File: src/rtl/fp_mul_sched_pkg.sv
// Shared fragment-stage FP definitions used by the multiplier scheduler:
// field positions of the 24-bit word, the in-flight tag type and the default latency.
package fp_mul_sched_pkg;

  localparam int FP_WIDTH           = 24;
  localparam int FP_SIGN_BIT        = 23;
  localparam int FP_EXP_MSB         = 22;
  localparam int FP_EXP_LSB         = 15;
  localparam int FP_MANT_MSB        = 14;
  localparam int FP_MUL_LATENCY_DEF = 2;

  // Wide enough for the largest supported requester count (8).
  localparam int FP_ID_W = 3;

  typedef struct packed {
    logic               valid;
    logic [FP_ID_W-1:0] id;
  } fp_tag_t;

endpackage

File: src/rtl/fp_mul_rr_arb.sv
// Round-robin arbiter: picks the first eligible requester at or after rr_ptr_i.
// With FP_MUL_SCHED_PRIO_EN defined, requester 0 wins whenever it is eligible.
module fp_mul_rr_arb #(
  parameter int NUM_REQ = 4,
  parameter int PTR_W   = 2
) (
  input  logic [NUM_REQ-1:0] elig_i,
  input  logic [PTR_W-1:0]   rr_ptr_i,
  output logic [NUM_REQ-1:0] grant_o,
  output logic [PTR_W-1:0]   grant_idx_o,
  output logic               grant_any_o
);

  always_comb begin
    int j;
    j           = 0;
    grant_o     = '0;
    grant_idx_o = '0;
    grant_any_o = 1'b0;
`ifdef FP_MUL_SCHED_PRIO_EN
    if (elig_i[0]) begin
      grant_o[0]  = 1'b1;
      grant_any_o = 1'b1;
    end
`endif
    for (int k = 0; k < NUM_REQ; k++) begin
      j = int'(rr_ptr_i) + k;
      if (j >= NUM_REQ) j = j - NUM_REQ;
      if (!grant_any_o && elig_i[j]) begin
        grant_o[j]  = 1'b1;
        grant_idx_o = PTR_W'(j);
        grant_any_o = 1'b1;
      end
    end
  end

endmodule

File: src/rtl/fp_mul_sched.sv
// Shares one pipelined FP multiplier among NUM_REQ requesters, tracking owner IDs
// through the fixed multiplier latency. Build option: FP_MUL_SCHED_PRIO_EN.
import fp_mul_sched_pkg::*;

module fp_mul_sched #(
  parameter int NUM_REQ     = 4,
  parameter int WIDTH       = FP_WIDTH,
  parameter int MUL_LATENCY = FP_MUL_LATENCY_DEF,
  parameter int MAX_OUT     = 3
) (
  input  logic                     clk,
  input  logic                     rst,
  input  logic [NUM_REQ-1:0]       req_valid_i,
  output logic [NUM_REQ-1:0]       req_ready_o,
  input  logic [NUM_REQ*WIDTH-1:0] req_a_i,
  input  logic [NUM_REQ*WIDTH-1:0] req_b_i,
  output logic                     issue_valid_o,
  output logic [WIDTH-1:0]         issue_a_o,
  output logic [WIDTH-1:0]         issue_b_o,
  input  logic [WIDTH-1:0]         result_i,
  output logic [NUM_REQ-1:0]       res_valid_o,
  output logic [WIDTH-1:0]         res_data_o
);

  localparam int PTR_W = $clog2(NUM_REQ);
  localparam int CNT_W = $clog2(MAX_OUT + 1);
  localparam logic [CNT_W-1:0] CNT_MAX = CNT_W'(MAX_OUT);

  logic [PTR_W-1:0]   rr_ptr_q, rr_ptr_d;
  logic [CNT_W-1:0]   out_cnt_q [NUM_REQ];
  logic [CNT_W-1:0]   out_cnt_d [NUM_REQ];
  logic [NUM_REQ-1:0] elig, grant, ret_onehot, res_valid_q;
  logic [PTR_W-1:0]   grant_idx;
  logic               grant_any;
  logic               issue_valid_q;
  logic [FP_ID_W-1:0] issue_id_q;
  logic [WIDTH-1:0]   issue_a_q, issue_b_q, issue_a_d, issue_b_d;
  logic [WIDTH-1:0]   res_data_q;
  fp_tag_t            tag_q [MUL_LATENCY];
  fp_tag_t            tail;

  always_comb begin
    elig = '0;
    for (int i = 0; i < NUM_REQ; i++) begin
      elig[i] = req_valid_i[i] && (out_cnt_q[i] < CNT_MAX);
    end
  end

  fp_mul_rr_arb #(
    .NUM_REQ (NUM_REQ),
    .PTR_W   (PTR_W)
  ) u_arb (
    .elig_i      (elig),
    .rr_ptr_i    (rr_ptr_q),
    .grant_o     (grant),
    .grant_idx_o (grant_idx),
    .grant_any_o (grant_any)
  );

  assign req_ready_o = rst ? '0 : grant;

  // The tail of the tag pipe lines up with result_i for the same operation.
  assign tail = tag_q[MUL_LATENCY-1];

  always_comb begin
    ret_onehot = '0;
    for (int i = 0; i < NUM_REQ; i++) begin
      ret_onehot[i] = tail.valid && (tail.id == FP_ID_W'(i));
    end
  end

  always_comb begin
    for (int i = 0; i < NUM_REQ; i++) begin
      out_cnt_d[i] = out_cnt_q[i];
      if (grant[i] && !ret_onehot[i]) begin
        out_cnt_d[i] = out_cnt_q[i] + CNT_W'(1);
      end else if (!grant[i] && ret_onehot[i]) begin
        out_cnt_d[i] = out_cnt_q[i] - CNT_W'(1);
      end
    end
  end

  always_comb begin
    rr_ptr_d = rr_ptr_q;
    if (grant_any) begin
      if (grant_idx == PTR_W'(NUM_REQ - 1)) begin
        rr_ptr_d = '0;
      end else begin
        rr_ptr_d = grant_idx + PTR_W'(1);
      end
`ifdef FP_MUL_SCHED_PRIO_EN
      if (grant[0]) rr_ptr_d = rr_ptr_q;
`endif
    end
  end

  always_comb begin
    issue_a_d = issue_a_q;
    issue_b_d = issue_b_q;
    for (int i = 0; i < NUM_REQ; i++) begin
      if (grant[i]) begin
        issue_a_d = req_a_i[i*WIDTH +: WIDTH];
        issue_b_d = req_b_i[i*WIDTH +: WIDTH];
      end
    end
  end

  always_ff @(posedge clk) begin
    if (rst) begin
      rr_ptr_q      <= '0;
      issue_valid_q <= 1'b0;
      issue_id_q    <= '0;
      issue_a_q     <= '0;
      issue_b_q     <= '0;
      res_valid_q   <= '0;
      res_data_q    <= '0;
      for (int i = 0; i < NUM_REQ; i++) out_cnt_q[i] <= '0;
      for (int s = 0; s < MUL_LATENCY; s++) tag_q[s] <= '0;
    end else begin
      rr_ptr_q      <= rr_ptr_d;
      issue_valid_q <= grant_any;
      if (grant_any) issue_id_q <= FP_ID_W'(grant_idx);
      issue_a_q     <= issue_a_d;
      issue_b_q     <= issue_b_d;
      res_valid_q   <= ret_onehot;
      if (tail.valid) res_data_q <= result_i;
      for (int i = 0; i < NUM_REQ; i++) out_cnt_q[i] <= out_cnt_d[i];
      tag_q[0] <= '{valid: issue_valid_q, id: issue_id_q};
      for (int s = 1; s < MUL_LATENCY; s++) tag_q[s] <= tag_q[s-1];
    end
  end

  always @(posedge clk) begin
    if (!rst) begin
      for (int i = 0; i < NUM_REQ; i++) begin
        assert (!(grant[i] && !ret_onehot[i] && out_cnt_q[i] == CNT_MAX));
        assert (!(ret_onehot[i] && !grant[i] && out_cnt_q[i] == '0));
      end
    end
  end

  assign issue_valid_o = issue_valid_q;
  assign issue_a_o     = issue_a_q;
  assign issue_b_o     = issue_b_q;
  assign res_valid_o   = res_valid_q;
  assign res_data_o    = res_data_q;

endmodule
File: config.mk
export PLATFORM = sky130hd
export DESIGN_NAME = fp_mul_sched
export DESIGN_NICKNAME = d
export VERILOG_FILES = /design/src/rtl/fp_mul_sched_pkg.sv /design/src/rtl/fp_mul_rr_arb.sv /design/src/rtl/fp_mul_sched.sv
export SDC_FILE = /design/constraint.sdc
export NUM_CORES = 1
export LEC_CHECK = 0
export CAP_MARGIN = 20
export CORE_MARGIN = 2
export CORE_UTILIZATION = 37
export CTS_CLUSTER_SIZE = 40
export DETAILED_ROUTE_END_ITERATION = 10
export MAX_ROUTING_LAYER = met4
export PLACE_DENSITY = 0.81
export SYNTH_ARGS = -nofsm -noshare
export SYNTH_HDL_FRONTEND = slang
export SYNTH_HIERARCHICAL = 1
export SYNTH_SLANG_ARGS = --single-unit
File: constraint.sdc
create_clock -name clk -period 4.85 [get_ports clk]
set_clock_uncertainty 0.15 [all_clocks]
set_input_delay 0.7275 -clock clk [delete_from_list [all_inputs] [get_ports clk]]
set_output_delay 0.7275 -clock clk [all_outputs]
set_load 0.05 [all_outputs]
# --- After elaboration in Yosys (flattened, before gate mapping) ---
# Memory sizes are Yosys's and may differ from the RTL's.
# Cells that the tools add are included.
op_classes:
  n_addsub: 16
  n_lt_le_gt_ge: 16
  eq_ne: 4
  n_mux: 63
  n_bitwise: 9
  n_reduce_logical: 36
op_table:
  columns: ["cell", "count"]
  rows:
  - ["24-bit two-way mux", 8]
  - ["32-bit by 1-bit greater-or-equal comparator with 1-bit output, second input constant", 4]
  - ["32-bit by 4-bit less-than comparator with 1-bit output, second input constant", 4]
  - ["32-bit two-way mux", 4]
  - ["32-bit by 4-bit greater-or-equal comparator with 1-bit output, second input constant", 3]
  - ["32-bit by 4-bit subtractor with 32-bit output, second input constant", 3]
  - ["2-bit two-way mux", 17]
  - ["4-bit two-way mux", 7]
  - ["1-bit logical AND", 23]
  - ["1-bit two-way mux", 19]
  - ["4-bit OR", 3]
  - ["1-bit zero test", 11]
  - ["2-bit by 1-bit adder with 2-bit output, second input constant", 5]
  - ["1-bit binary-select mux with 2-bit select", 4]
  - ["1-bit demux with 2-bit select", 4]
  - ["2-bit less-than comparator, second input constant", 4]
  - ["2-bit by 1-bit subtractor with 2-bit output, second input constant", 4]
  - ["2-bit by 2-bit adder with 3-bit output, second input constant", 2]
  - ["3-bit by 2-bit equality test with 1-bit output, second input constant", 2]
  - ["1-bit OR", 6]
  - ["4-bit nonzero test", 1]
  - ["2-bit by 3-bit subtractor with 4-bit output, second input constant", 1]
  - ["2-bit by 1-bit adder with 3-bit output, second input constant", 1]
  - ["3-bit by 1-bit equality test with 1-bit output, second input constant", 1]
  - ["other kinds (3)", 3]
totals:
  register_bits: 81
  mem_bits_rw: 16
  input_bits: 222
  out_inout_bits: 81
  elab_cells: 153
  n_memories: 2
mem_list:
  columns: ["memory", "depth", "width", "rd", "rd_clocked_by_memory_dff", "wr", "line", "rtl"]
  rows:
  - ["out_cnt_q", 4, 2, 4, 0, 4, "fp_mul_sched.sv:30", "logic [CNT_W-1:0] out_cnt_q [NUM_REQ];"]
  - ["tag_q", 2, 4, 2, 0, 2, "fp_mul_sched.sv:39", "fp_tag_t tag_q [MUL_LATENCY];"]

# --- Logic depth before layout (Yosys ltp) ---
# Gate-level depths: netlist (run 1).
# An unclocked memory read counts as a cell.
logic_depth:
  word_depth: 21
  mapped_depth: 14
  ltp_nobuf: 10

# --- Hierarchy ---
# The synthesis (run 1) kept the hierarchy.
by_module_without_submodules:
  columns: ["mod", "instances", "cells_per_inst", "area_per_inst_um2", "seq_area_each_um2"]
  rows:
  - ["fp_mul_sched", 1, 455, 4277.9, 1901.8]
  - ["fp_mul_rr_arb", 1, 48, 459.2, 0.0]

# --- Worst setup path after synthesis (run 1) ---
# OpenSTA, ideal clock, no wires.
synth_path:
  kind: "input-to-output"
  from: "in req_valid_i[2]"
  to: "out req_ready_o[1]"
  t_arrival_ns: 3.496
  required_time_ns: 3.973
  setup_slack_ns: 0.477
  cell_stages: 9
  path_buffers: 2
  path_cell_list: "a21boi_0 mux4_2 buf_6 and2b_2 a22oi_1 o21ai_0 inv_2 clkbuf_1 nor2_1"
synth_via:
  elab_chain_cells: 15
  elab_cells_between_ends: 30
  cone_classes: "mux: 20; bitwise: 3; reduce/logical: 7"
synth_rtl:
  columns: ["item", "line", "rtl"]
  rows:
  - ["from (decl)", "fp_mul_sched.sv:13", "input logic [NUM_REQ-1:0] req_valid_i,"]
  - ["1-bit logical AND (*)", "fp_mul_sched.sv:45", "elig[i] = req_valid_i[i] && (out_cnt_q[i] < CNT_MAX);"]
  - ["1-bit binary-select mux with 2-bit select", "fp_mul_rr_arb.sv:29", "if (!grant_any_o && elig_i[j]) begin"]
  - ["1-bit two-way mux (not written as such) (2 in a row)", "fp_mul_rr_arb.sv:29", null]
  - ["1-bit two-way mux", "fp_mul_rr_arb.sv:29", null]
  - ["1-bit zero test", "fp_mul_rr_arb.sv:29", null]
  - ["1-bit logical AND", "fp_mul_rr_arb.sv:29", null]
  - ["1-bit two-way mux", "fp_mul_rr_arb.sv:29", null]
  - ["1-bit zero test", "fp_mul_rr_arb.sv:29", null]
  - ["1-bit logical AND", "fp_mul_rr_arb.sv:29", null]
  - ["1-bit two-way mux", "fp_mul_rr_arb.sv:29", null]
  - ["1-bit zero test", "fp_mul_rr_arb.sv:29", null]
  - ["1-bit logical AND", "fp_mul_rr_arb.sv:29", null]
  - ["4-bit two-way mux (*)", "fp_mul_rr_arb.sv:29", null]
  - ["named net grant[1]", "fp_mul_sched.sv:32", "logic [NUM_REQ-1:0] elig, grant, ret_onehot, res_valid_q;"]
  - ["4-bit two-way mux (*)", "fp_mul_sched.sv:60", "assign req_ready_o = rst ? '0 : grant;"]
  - ["to (decl)", "fp_mul_sched.sv:14", "output logic [NUM_REQ-1:0] req_ready_o,"]
# Mark *: on every way through the listed nets, which the timed path passes. The rest lies on a longest branch. The select of a mux whose other input is x is not followed.

# --- Worst setup path after layout (run 1) ---
layout_path:
  from: "reg rr_ptr_q[0]"
  to: "out req_ready_o[3]"
layout_via:
  elab_chain_cells: 16
  elab_cells_between_ends: 64
  cone_classes: "add/sub: 7; order compare: 12; mux: 32; bitwise: 3; reduce/logical: 10"
layout_rtl:
  columns: ["item", "line", "rtl"]
  rows:
  - ["from (decl)", "fp_mul_sched.sv:29", "logic [PTR_W-1:0] rr_ptr_q, rr_ptr_d;"]
  - ["from (signal assigned)", "fp_mul_sched.sv:120", "rr_ptr_q <= rr_ptr_d;"]
  - ["branches (longest 14 deep; another with 32-bit by 4-bit subtractor with 32-bit output)", null, null]
  - ["4-bit two-way mux (*)", "fp_mul_rr_arb.sv:29", null]
  - ["named net grant[3]", "fp_mul_sched.sv:32", null]
  - ["4-bit two-way mux (*)", "fp_mul_sched.sv:60", null]
# Mark *: on every way through the listed nets, which the timed path passes. The select of a mux whose other input is x is not followed.

==> out/metrics.cfg, run 1 <==
[outcome]
outcome=finished clean

[synth]
synth_edf_count=0
ys_seq_area_share_pct=40.15
ys_ff_latch=95
yosysWarningCount=6
synth_async_sr_flop_share_pct=0
syn_nets=738
ys.flop_type=dfxtp_1
synth.avg_cell_area_sq_um=9.418
netlist_instances=503
ys_types=45
synth_area_sq_um=4737

[clocking]
cts.repair.resized=0
cts-root-buf=clkbuf_16
hold_buffers=0
cts_made_buffers=9
cts.sinks=95
path_clk_slew_ns=0.06
cts_max_level=3
clockBufferDepth=2
post_cts_buffers=0
cts_tree=done
clock_latency_ns=0.34

[run]
drv_cap=0

[routing]
dr_total_vias=5413
drtIter0Drc=458
drc=0
vias_per_cell=5.668
dr.pass1.iters=5
ant_nets=0
drt-total-wl_um=18890
wire_per_inst_um=19.78

[sta]
period_needed_ns=4.628
finalSetupViolations=0
slew_violations=0
slew_headroom_pct=30.21
finalHoldViolCount=0
rsz0062_at_grt=false
finalCritPeriodShare_pct=95.42
finalSetupTns_ns=0
max_freq_mhz=216.1
worst_pin_slew_ns=1.047

[floorplan]
die_area_sq_um=13720
core_area_sq_um=12570
placementRows=41
die_x_um=117.2
start_util_pct=37.69
ios=303
die_h_um=117.2

[global_route]
grt_overflow=0
grt_pass1_wl_um=27740
grt_busiest_layer=met2
antenna_found_initial=2
grt_pass1_vias=5469
grt_usage_pct=26.86
grt.met2_usage_pct=44.25
grtUsageMet1_pct=30.27
gr-usage-met3_pct=5.870
grt_max_degree=100

[power_and_ir_drop]
switching_power_mw=2.684
vdd_drop_max_mv=0.4490
p_int_mw=2.795
sequentialPowerShare_pct=21.0
swShare_pct=48.99
power.share.clock_pct=12.2
p_per_area_nw_per_um2=671.2
pwr-share-comb_pct=66.7
p_leak_nw=2.951

[worst_hold_path]
worstHoldPathType=flop to flop

[final_layout]
drive_gt1_share_pct=5.634
post-route-util_pct=64.94
seq_area_sq_um=1902
fin_nets=1012
fillers=1044
multi_input_area_sq_um=2590
syn_to_final_growth_pct=72.29
stdcell_area_sq_um=8162

[worst_setup_path]
crit_fanout=22
critPathKind=flop to primary output
end_kind=primary output
critPathLaunchType=flop
worstPathRequired_ns=3.97
arrival_ns=3.75

[placed_design]
gp_congestion=0.8398
io_buffers=302
placed_cell_area_sq_um=7858
dp_hpwl_um=13580

==> power by group through the flow <==
stage | Combinational (mW) | Clock, mW | Sequential (mW)
after floorplan | 2.03 | 0 | 1.68
after global placement | 3.47 | 0 | 1.16
after detailed placement | 3.59 | 0 | 1.17
after CTS | 3.62 | 0.689 | 1.15
after global routing | 3.94 | 0.722 | 1.18
final | 3.66 | 0.670 | 1.15
==> cell families after synthesis <==
group / synth area share (%)
AO/OA/AOI/OAI: 27.95
AND/OR/NAND/NOR: 12.63
flip-flops: 40.15
buffers and inverters: 5.732
multiplexers: 8.637
adder cells (fa/ha/maj): 3.434
XOR/XNOR: 1.479
==> cell usage after synthesis, drive strengths merged, types with 3 or more instances <==
library cell	count	area, sq um
mux2i	30	300.3
o221ai	45	394.1
a21oi	4	20.02
buf	25	158.9
o311ai	3	26.28
a21boi	4	30.03
nor2b	11	68.82
clkbuf	24	90.09
inv	6	22.52
xor2	8	70.07
o21ai	9	45.04
mux4	4	97.59
nor2	88	337.8
dfxtp	95	1902
or3	4	25.02
nand2b	6	37.54
ha	13	162.7
a211oi	47	352.8
a22oi	54	405.4
==> registers in the layout, summed over array words and instances (netlist names) <==
| name | cells |
|---|---|
| issue_id_q | 2 |
| res_data_o | 24 |
| out_cnt_q | 8 |
| tag_q | 6 |
| res_valid_o | 4 |
| issue_b_o | 24 |
| rr_ptr_q | 2 |
| issue_a_o | 24 |
| issue_valid_o | 1 |
==> final cells by class <==
class                           instances  share of cell area [%]
Timing Repair Buffer                  312                   38.66
Clock buffer                           10                   2.805
Multi-Input combinational cell        353                   31.73
Inverter                                6                  0.2759
Tap cell                              172                   2.637
Antenna cell                            2                 0.06132
Sequential cell                        95                   23.30
Clock inverter                          5                  0.5212
==> final timing paths <==
check,start,to,slack (ns),cells after the start
setup reg to reg,rr_ptr_q[0],issue_a_o[11],0.60,9
hold reg to reg,tag_q[0][1],tag_q[0][5],0.29,1
hold / removal,tag_q[0][1],tag_q[0][5],0.29,1
setup / recovery,rr_ptr_q[0],req_ready_o[3],0.22,8
==> worst max-delay path: stages, from the launching register on <==
cell	delay, ns
dfxtp_1	0.74
inv_1	0.23
ha_1	0.42
mux4_2	0.45
and2b_2	0.31
a22oi_1	0.12
o21ai_4	0.67
nor2b_1	0.24
buf_4	0.23
==> layout by cell type, fill, tap and decap left out, types with 8 or more instances in the layout <==
master,Yosys,routed
nor2_1,85,85
o221ai_1,45,45
clkdlybuf4s50_1,0,297
buf_4,2,10
o21ai_0,9,8
dfxtp_1,95,95
mux2i_1,30,30
a211oi_1,47,47
nor2b_1,11,10
xor2_1,8,8
a22oi_1,54,54
clkbuf_16,0,9
ha_1,13,13
==> per-stage QoR <==
step                      hold slack (ns)  cells  worst slack [ns]  power, mW
final                              0.2923    955            0.2222      5.478
after global routing               0.3077    955           0.03554      5.841
after CTS                          0.2953    952            0.2269      5.460
after detailed placement           0.2753    937            0.1367      4.758
after global placement             0.2752    937            0.2704      4.631
after floorplan                    0.2638    503            0.4767      3.709
==> routing by layer <==
layer / vias up / part of all wire, %
li1: 2472 / -
met1: 2569 / 38
met2: 312 / 50
met3: 60 / 7.5
met4: 0 / 4.0
met5: - / 0
Note: power is estimated with default switching activity, not from simulation.
==> run 2, diff against run 1 <==
Settings changed: CAP_MARGIN 20 to unset, CORE_UTILIZATION 37 to 35, PLACE_DENSITY 0.81 to 0.74, SYNTH_HIERARCHICAL 1 to unset.
==> out/metrics.cfg, run 2 <==
[power_and_ir_drop]
power.share.clock_pct=12.9  ; +0.7 points
p_leak_nw=3.159  ; +7.0%
switching_power_mw=2.883  ; +7.4%
pwr-share-comb_pct=67.2  ; +0.5 points
p_int_mw=2.888  ; +3.4%
total_power_mw=5.771  ; +5.3%
swShare_pct=49.95  ; +0.96 points
sequentialPowerShare_pct=19.9  ; -1.1 points
p_per_area_nw_per_um2=654.6  ; -2.5%
vdd_drop_max_mv=0.3506  ; -22%

[worst_setup_path]
critPathKind=input pin to primary output
cpMostUsedCell=clkdlybuf4s50_1
path_cells=clkdlybuf4s50_1, a21boi_1, mux4_2, o21ai_1, nor3_4, a2bb2oi_2, nor2_1, clkdlybuf4s50_1
crit_path_end=req_ready_o[2]
cpLargestDelayFamily=buffers and inverters
critPathLaunchType=input pin
ff2ff_path_depth=10  ; +1
crit_path_top_delay_cell=clkdlybuf4s50_1
crit_fanout=7  ; -68%
r2r_start=rr_ptr_q[0]
end_kind=primary output
cpPeakStageDelay_ns=0.80  ; +0.06 ns
startpoint=req_valid_i[3]
arrival_ns=3.55  ; -0.20 ns
worstPathRequired_ns=3.97  ; about the same
r2r-end=issue_a_o[11]
r2r_slack_ns=1.07  ; +0.47 ns
path_depth=8  ; unchanged
crit_buf_inv=2  ; unchanged

[synth]
ys.flop_type=dfxtp_1
synth_async_sr_flop_share_pct=0  ; unchanged
synth_most_common_cell=dfxtp_1
netlist_instances=594  ; +18%
synth_area_sq_um=5369  ; +13%
synth_common_cells=dfxtp_1, nor2b_1, inv_1
yosysWarningCount=0  ; -6
synth_top_area_share_pct=35.42  ; -4.7 points
ys_seq_area_share_pct=35.42  ; -4.7 points
ys_types=61  ; +36%
synth.avg_cell_area_sq_um=9.039  ; -4.0%
synthTopCellsByArea=dfxtp_1, nor2b_1, a211oi_1, a2111oi_2, o22ai_1
syn_nets=829  ; +12%
yosys.area.top_type=dfxtp_1
ys_ff_latch=95  ; unchanged
synth_edf_count=0  ; unchanged

[sta]
max_freq_mhz=225.9  ; +4.5%
finalSetupTns_ns=0  ; unchanged
finalSetupViolations=0  ; unchanged
slew_violations=0  ; unchanged
finalCritPeriodShare_pct=91.28  ; -4.1 points
finalHoldViolCount=0  ; unchanged
slew_headroom_pct=49.82  ; +20 points
period_needed_ns=4.427  ; -0.2007 ns
worst_pin_slew_ns=0.7526  ; -0.2942 ns
rsz0062_at_grt=false

[routing]
dr_wl_met3_um=1257  ; -11%
drc=0  ; unchanged
drt-total-wl_um=19050  ; +0.88%
wl_met1_um=8425  ; +17%
drtIter0Drc=239  ; -48%
vias_per_cell=5.159  ; -9.0%
dr_total_vias=5500  ; +1.6%
met2_length_um=9009  ; -5.0%
ant_nets=0  ; unchanged
top_layer_used=met4
wire_per_inst_um=17.87  ; -9.6%
dr.pass1.iters=4  ; -1

[final_layout]
fillers=1352  ; +30%
fin_nets=1107  ; +9.4%
syn_to_final_growth_pct=64.20
post-route-util_pct=58.42  ; -6.5 points
stdcell_area_sq_um=8816  ; +8.0%
final_cell_mix=clkdlybuf4s50_1, dfxtp_1, nor2b_1, inv_1, o22ai_1
drive_gt1_share_pct=8.666  ; +3.0 points
final_common_cell=clkdlybuf4s50_1

[floorplan]
die_x_um=127.9  ; +9.1%
die_h_um=127.9  ; +9.1%
core_area_sq_um=15090  ; +20%
die_area_sq_um=16350  ; +19%
start_util_pct=35.58  ; -2.1 points
ios=303  ; unchanged
placementRows=45  ; +9.8%

[global_route]
grt_usage_pct=23.13  ; -3.7 points
grt_pass1_vias=5355  ; -2.1%
antenna_found_initial=0  ; -2
grt_overflow=0  ; unchanged
grt_pass1_wl_um=28960  ; +4.4%
grt_max_degree=59  ; -41%

[outcome]
outcome=finished clean

[clocking]
cts_tree=done
cts.repair.resized=0  ; unchanged
clock_latency_ns=0.34  ; about the same
cts.sinks=95  ; unchanged
cts-root-buf=clkbuf_16
post_cts_buffers=0  ; unchanged
path_clk_slew_ns=0.07  ; about the same
cts_max_level=3  ; unchanged
hold_buffers=0  ; unchanged
clockBufferDepth=2  ; unchanged
cts_made_buffers=9  ; unchanged

[run]
drv_cap=0  ; unchanged

[placed_design]
placed_cell_area_sq_um=8508  ; +8.3%
gp_congestion=0.9522  ; +13%
io_buffers=302  ; unchanged
dp_hpwl_um=14240  ; +4.8%

[worst_hold_path]
worstHoldPathType=flop to flop

## run 2: changes by cell type after synthesis, moves of 9 or more
cell	change
inv_1	+46
a22oi_1	-54
o22ai_1	+48
o221ai_1	-45
nand2_1	+15
a2111oi_0	+9
nor2b_1	+49
a2111oi_1	+19
nor2_1	-41
a2111oi_2	+21
## run 2: layout make-up
type	count	area [sq um]	share of cell area, %
clock inverters	7	80.08	0.9083
repair buffers	315	3123	35.42
inverters	55	206.4	2.342
well taps	188	235.2	2.668
flip-flops and latches	95	1902	21.57
multi-input cells	396	3042	34.50
clock buffers	9	225.2	2.555
diodes	1	2.502	0.02838
## run 2: logic make-up after synthesis
group                    count (synthesis)  synth area share, %
AO/OA/AOI/OAI                          195                30.72
XOR/XNOR                                 8                1.305
adder cells (fa/ha/maj)                 13                3.030
buffers and inverters                  103                8.320
flip-flops                              95                35.42
multiplexers                            30                6.315
AND/OR/NAND/NOR                        150                14.89
## run 2: stage by stage
step | setup slack, ns | instances | hold WS, ns
after floorplan | 0.8947 | 594 | 0.2638
after global placement | 0.5055 | 1049 | 0.2693
after detailed placement | 0.4359 | 1049 | 0.2796
after CTS | 0.4287 | 1065 | 0.2984
after global routing | 0.2484 | 1065 | 0.3087
final | 0.4229 | 1066 | 0.2928
## run 2: power groups by stage
| stage | clock [mW] | sequential (mW) | combinational [mW] |
|---|---|---|---|
| global route | 0.789 | 1.18 | 4.20 |
| global placement | 0 | 1.16 | 3.86 |
| finish | 0.742 | 1.15 | 3.88 |
| detailed placement | 0 | 1.17 | 3.90 |
| CTS | 0.755 | 1.15 | 3.92 |
| floorplan | 0 | 1.80 | 2.16 |
## run 2: worst min-delay path by stage
| stage | start | end | slack [ns] | depth (start not counted) |
|---|---|---|---|---|
| 2_1_floorplan | tag_q[0][0] | tag_q[0][4] | 0.26 | 1 |
| 3_3_place_gp | tag_q[0][3] | tag_q[0][7] | 0.27 | 1 |
| 3_5_place_dp | tag_q[0][1] | tag_q[0][5] | 0.28 | 1 |
| 4_1_cts | tag_q[0][3] | tag_q[0][7] | 0.30 | 1 |
| 5_1_grt | tag_q[0][3] | tag_q[0][7] | 0.31 | 1 |
| 6_report | tag_q[0][3] | tag_q[0][7] | 0.29 | 1 |
## run 2: routing by layer
layer,global-route usage (%),vias up
met3,5.760,25
li1,-,2744
met2,37.28,188
met5,-,-
met4,6.917,0
met1,28.75,2543
## run 2: worst register-to-register path, delay by kind of cell, from the launching register on
kind,cells,cell delay (ns)
AOI/OAI and AO/OA,6,1.62
adders and majority gates,1,0.56
muxes,1,0.38
buffers and inverters,2,0.63
DFF,1,0.34
==> run 3, diff against run 2 <==
Settings changed: ABC_AREA set to 1, PLACE_DENSITY 0.74 to 0.7.
==> out/metrics.cfg, run 3 <==
[outcome]
outcome=finished clean

[global_route]
grt_overflow=0  ; unchanged
grt_pass1_wl_um=36160  ; +25%
gr-usage-met3_pct=3.235  ; -2.5 points
antenna_found_initial=0  ; unchanged
grt_max_degree=70  ; +19%
grtUsageMet1_pct=30.64  ; +1.9 points
grt_busiest_layer=met2
grt.met2_usage_pct=38.26  ; +0.99 points
grt_usage_pct=23.89  ; +0.76 points
grt_pass1_vias=6687  ; +25%

[placed_design]
place_inst=1502  ; +43%
dp_hpwl_um=16520  ; +16%
place_ws_ns=0.8916  ; +0.4557 ns
io_buffers=302  ; unchanged
gp_congestion=0.8764  ; -8.0%

[synth]
synth_area_sq_um=6430  ; +20%
synthTopCellsByArea=dfxtp_1, nand2_1, inv_1, a21oi_1, nand3b_1
synth_top_family_by_area=simple AND/OR/NAND/NOR gates
syn_nets=1264  ; +52%
ys.flop_type=dfxtp_1
yosys.area.top_type=dfxtp_1
synth_top_area_share_pct=29.58  ; -5.8 points
synth_fa_ha_area_share_pct=2.530  ; -0.50 points
synth_common_cells=nand2_1, inv_1, dfxtp_1
synthSimpleGateAreaFrac_pct=38.49  ; +24 points
synthXorXnorAreaFrac_pct=0.5449  ; -0.76 points
ys_types=29  ; -52%
synth_edf_count=0  ; unchanged
netlist_instances=1029  ; +73%
muxShareOfSynthArea_pct=0  ; -6.3 points
yosysWarningCount=0  ; unchanged
synth_compound_area_share_pct=12.94  ; -18 points
synth_most_common_cell=nand2_1
ys_seq_area_share_pct=29.58  ; -5.8 points
synth_async_sr_flop_share_pct=0  ; unchanged
ys_ff_latch=95  ; unchanged
synth.avg_cell_area_sq_um=6.249  ; -31%

[routing]
wire_per_inst_um=15.28  ; -15%
drtIter0Drc=353  ; +48%
drt-total-wl_um=23190  ; +22%
ant_nets=0  ; unchanged
dr.pass1.iters=5  ; +1
drc=0  ; unchanged
vias_per_cell=4.779  ; -7.4%
dr_total_vias=7254  ; +32%

[sta]
finalCritPeriodShare_pct=83.36  ; -7.9 points
finalSetupTns_ns=0  ; unchanged
max_freq_mhz=247.3  ; +9.5%
worst_pin_slew_ns=0.9508  ; +0.1982 ns
setup_ws_ns=0.8069  ; +0.3840 ns
period_needed_ns=4.043  ; -0.3840 ns
slew_violations=0  ; unchanged
finalSetupViolations=0  ; unchanged
finalHoldViolCount=0  ; unchanged
rsz0062_at_grt=false
slew_headroom_pct=36.53  ; -13 points

[floorplan]
die_area_sq_um=19470  ; +19%
core_area_sq_um=18020  ; +19%
placementRows=49  ; +8.9%
die_x_um=139.5  ; +9.1%
die_h_um=139.5  ; +9.1%
start_util_pct=35.67  ; +0.092 points
ios=303  ; unchanged

[worst_setup_path]
critPathLaunchType=flop
r2r_slack_ns=1.06  ; about the same
crit_fanout=12  ; +5
critPathKind=flop to primary output
arrival_ns=3.17  ; -0.38 ns
worstPathRequired_ns=3.97  ; about the same
path_cells=inv_2, ha_1, inv_1, nand2_2, nand3_1, nor2_1, nand2_1, a31oi_1, clkdlybuf4s50_1
cpPeakStageDelay_ns=0.83  ; +0.03 ns
cpLargestDelayFamily=buffers and inverters
crit_buf_inv=3  ; +1
end_kind=primary output
crit_path_top_delay_cell=clkdlybuf4s50_1

[final_layout]
drive_gt1_share_pct=5.818  ; -2.8 points
fin_nets=1519  ; +37%
instances_no_fill=1518  ; +42%
fillers=1805  ; +34%
final_cell_mix=clkdlybuf4s50_1, nand2_1, inv_1, dfxtp_1, a21oi_1
n_antenna_cell=0  ; -1
syn_to_final_growth_pct=52.44
final_common_cell=clkdlybuf4s50_1

[worst_hold_path]
worstHoldPathType=flop to flop

[clocking]
cts_tree=done
hold_buffers=0  ; unchanged
cts-root-buf=clkbuf_16
clockBufferDepth=2  ; unchanged
clock_latency_ns=0.35  ; about the same
post_cts_buffers=0  ; unchanged
cts_max_level=3  ; unchanged
cts_made_buffers=9  ; unchanged
path_clk_slew_ns=0.07  ; about the same
cts.repair.resized=0  ; unchanged
cts.sinks=95  ; unchanged

[power_and_ir_drop]
p_leak_nw=4.705  ; +49%
vdd_drop_max_mv=0.5374  ; +53%
p_per_area_nw_per_um2=735.5  ; +12%

[run]
drv_cap=0  ; unchanged

-- run 3: changes by cell type after synthesis, moves of 47 or more --
cell and delta:
a21oi_1 +78, inv_1 +117, a211oi_1 -48, nand3_1 +62, nand4_1 +49, o22ai_1 -48, nand2_1 +257, nor2b_1 -60
nand3b_1 +47
-- run 3: worst paths after layout --
path | endpoint | cells after the start | start
setup / recovery | req_ready_o[3] | 9 | rr_ptr_q[0]
hold / removal | tag_q[0][7] | 2 | tag_q[0][3]
setup reg to reg | out_cnt_q[1][1] | 15 | rr_ptr_q[0]
hold reg to reg | tag_q[0][7] | 2 | tag_q[0][3]
-- run 3: layout make-up --
class / count / area (sq um) / share of cell area (%)
Tap cell: 229 / 286.5 / 2.923
Multi-Input combinational cell: 687 / 3505 / 35.75
Timing Repair Buffer: 314 / 3133 / 31.96
Clock buffer: 9 / 225.2 / 2.298
Sequential cell: 95 / 1902 / 19.40
Clock inverter: 7 / 86.33 / 0.8808
Inverter: 177 / 664.4 / 6.778
-- run 3: where the power goes --
group | internal (mW) | switching (mW)
registers | 1.04 | 0.128
logic | 1.77 | 3.51
clock network | 0.412 | 0.350
total | 3.22 | 3.99
-- run 3: worst register-to-register path, cell delays in order, from the launching register on --
cell and delay (ns):
dfxtp_1 0.58, inv_2 0.18, ha_1 0.38, inv_1 0.10, nand2_2 0.10, nand2_4 0.09
nand3_1 0.08, nand2_1 0.06, inv_2 0.34, nand3_4 0.37, buf_4 0.37, ha_1 0.35
a21oi_1 0.15, o21ai_0 0.13, o21ai_0 0.20, a21oi_1 0.06
-- run 3: cell families after synthesis --
logic type | after synthesis
AO/OA/AOI/OAI | 149
XOR/XNOR | 4
adder cells (fa/ha/maj) | 13
buffers and inverters | 247
flip-flops | 95
AND/OR/NAND/NOR | 521
-- run 3: through the flow --
step	hold WS, ns	util, %	area, sq um	total power, mW
detailed placement	0.2448	52.65	9490	6.447
CTS	0.2591	54.38	9802	7.241
finish	0.2590	54.38	9802	7.209
floorplan	0.2383	-	6430	5.173
global placement	0.2410	52.65	9490	6.402
global route	0.2863	54.38	9802	7.906
-- run 3: routing by layer --
layer | routed length [um] | share of wire [%]
met4 | 725 | 3.1
met2 | 11160 | 48
met3 | 1355 | 5.8
met1 | 9953 | 43
met5 | 0 | 0
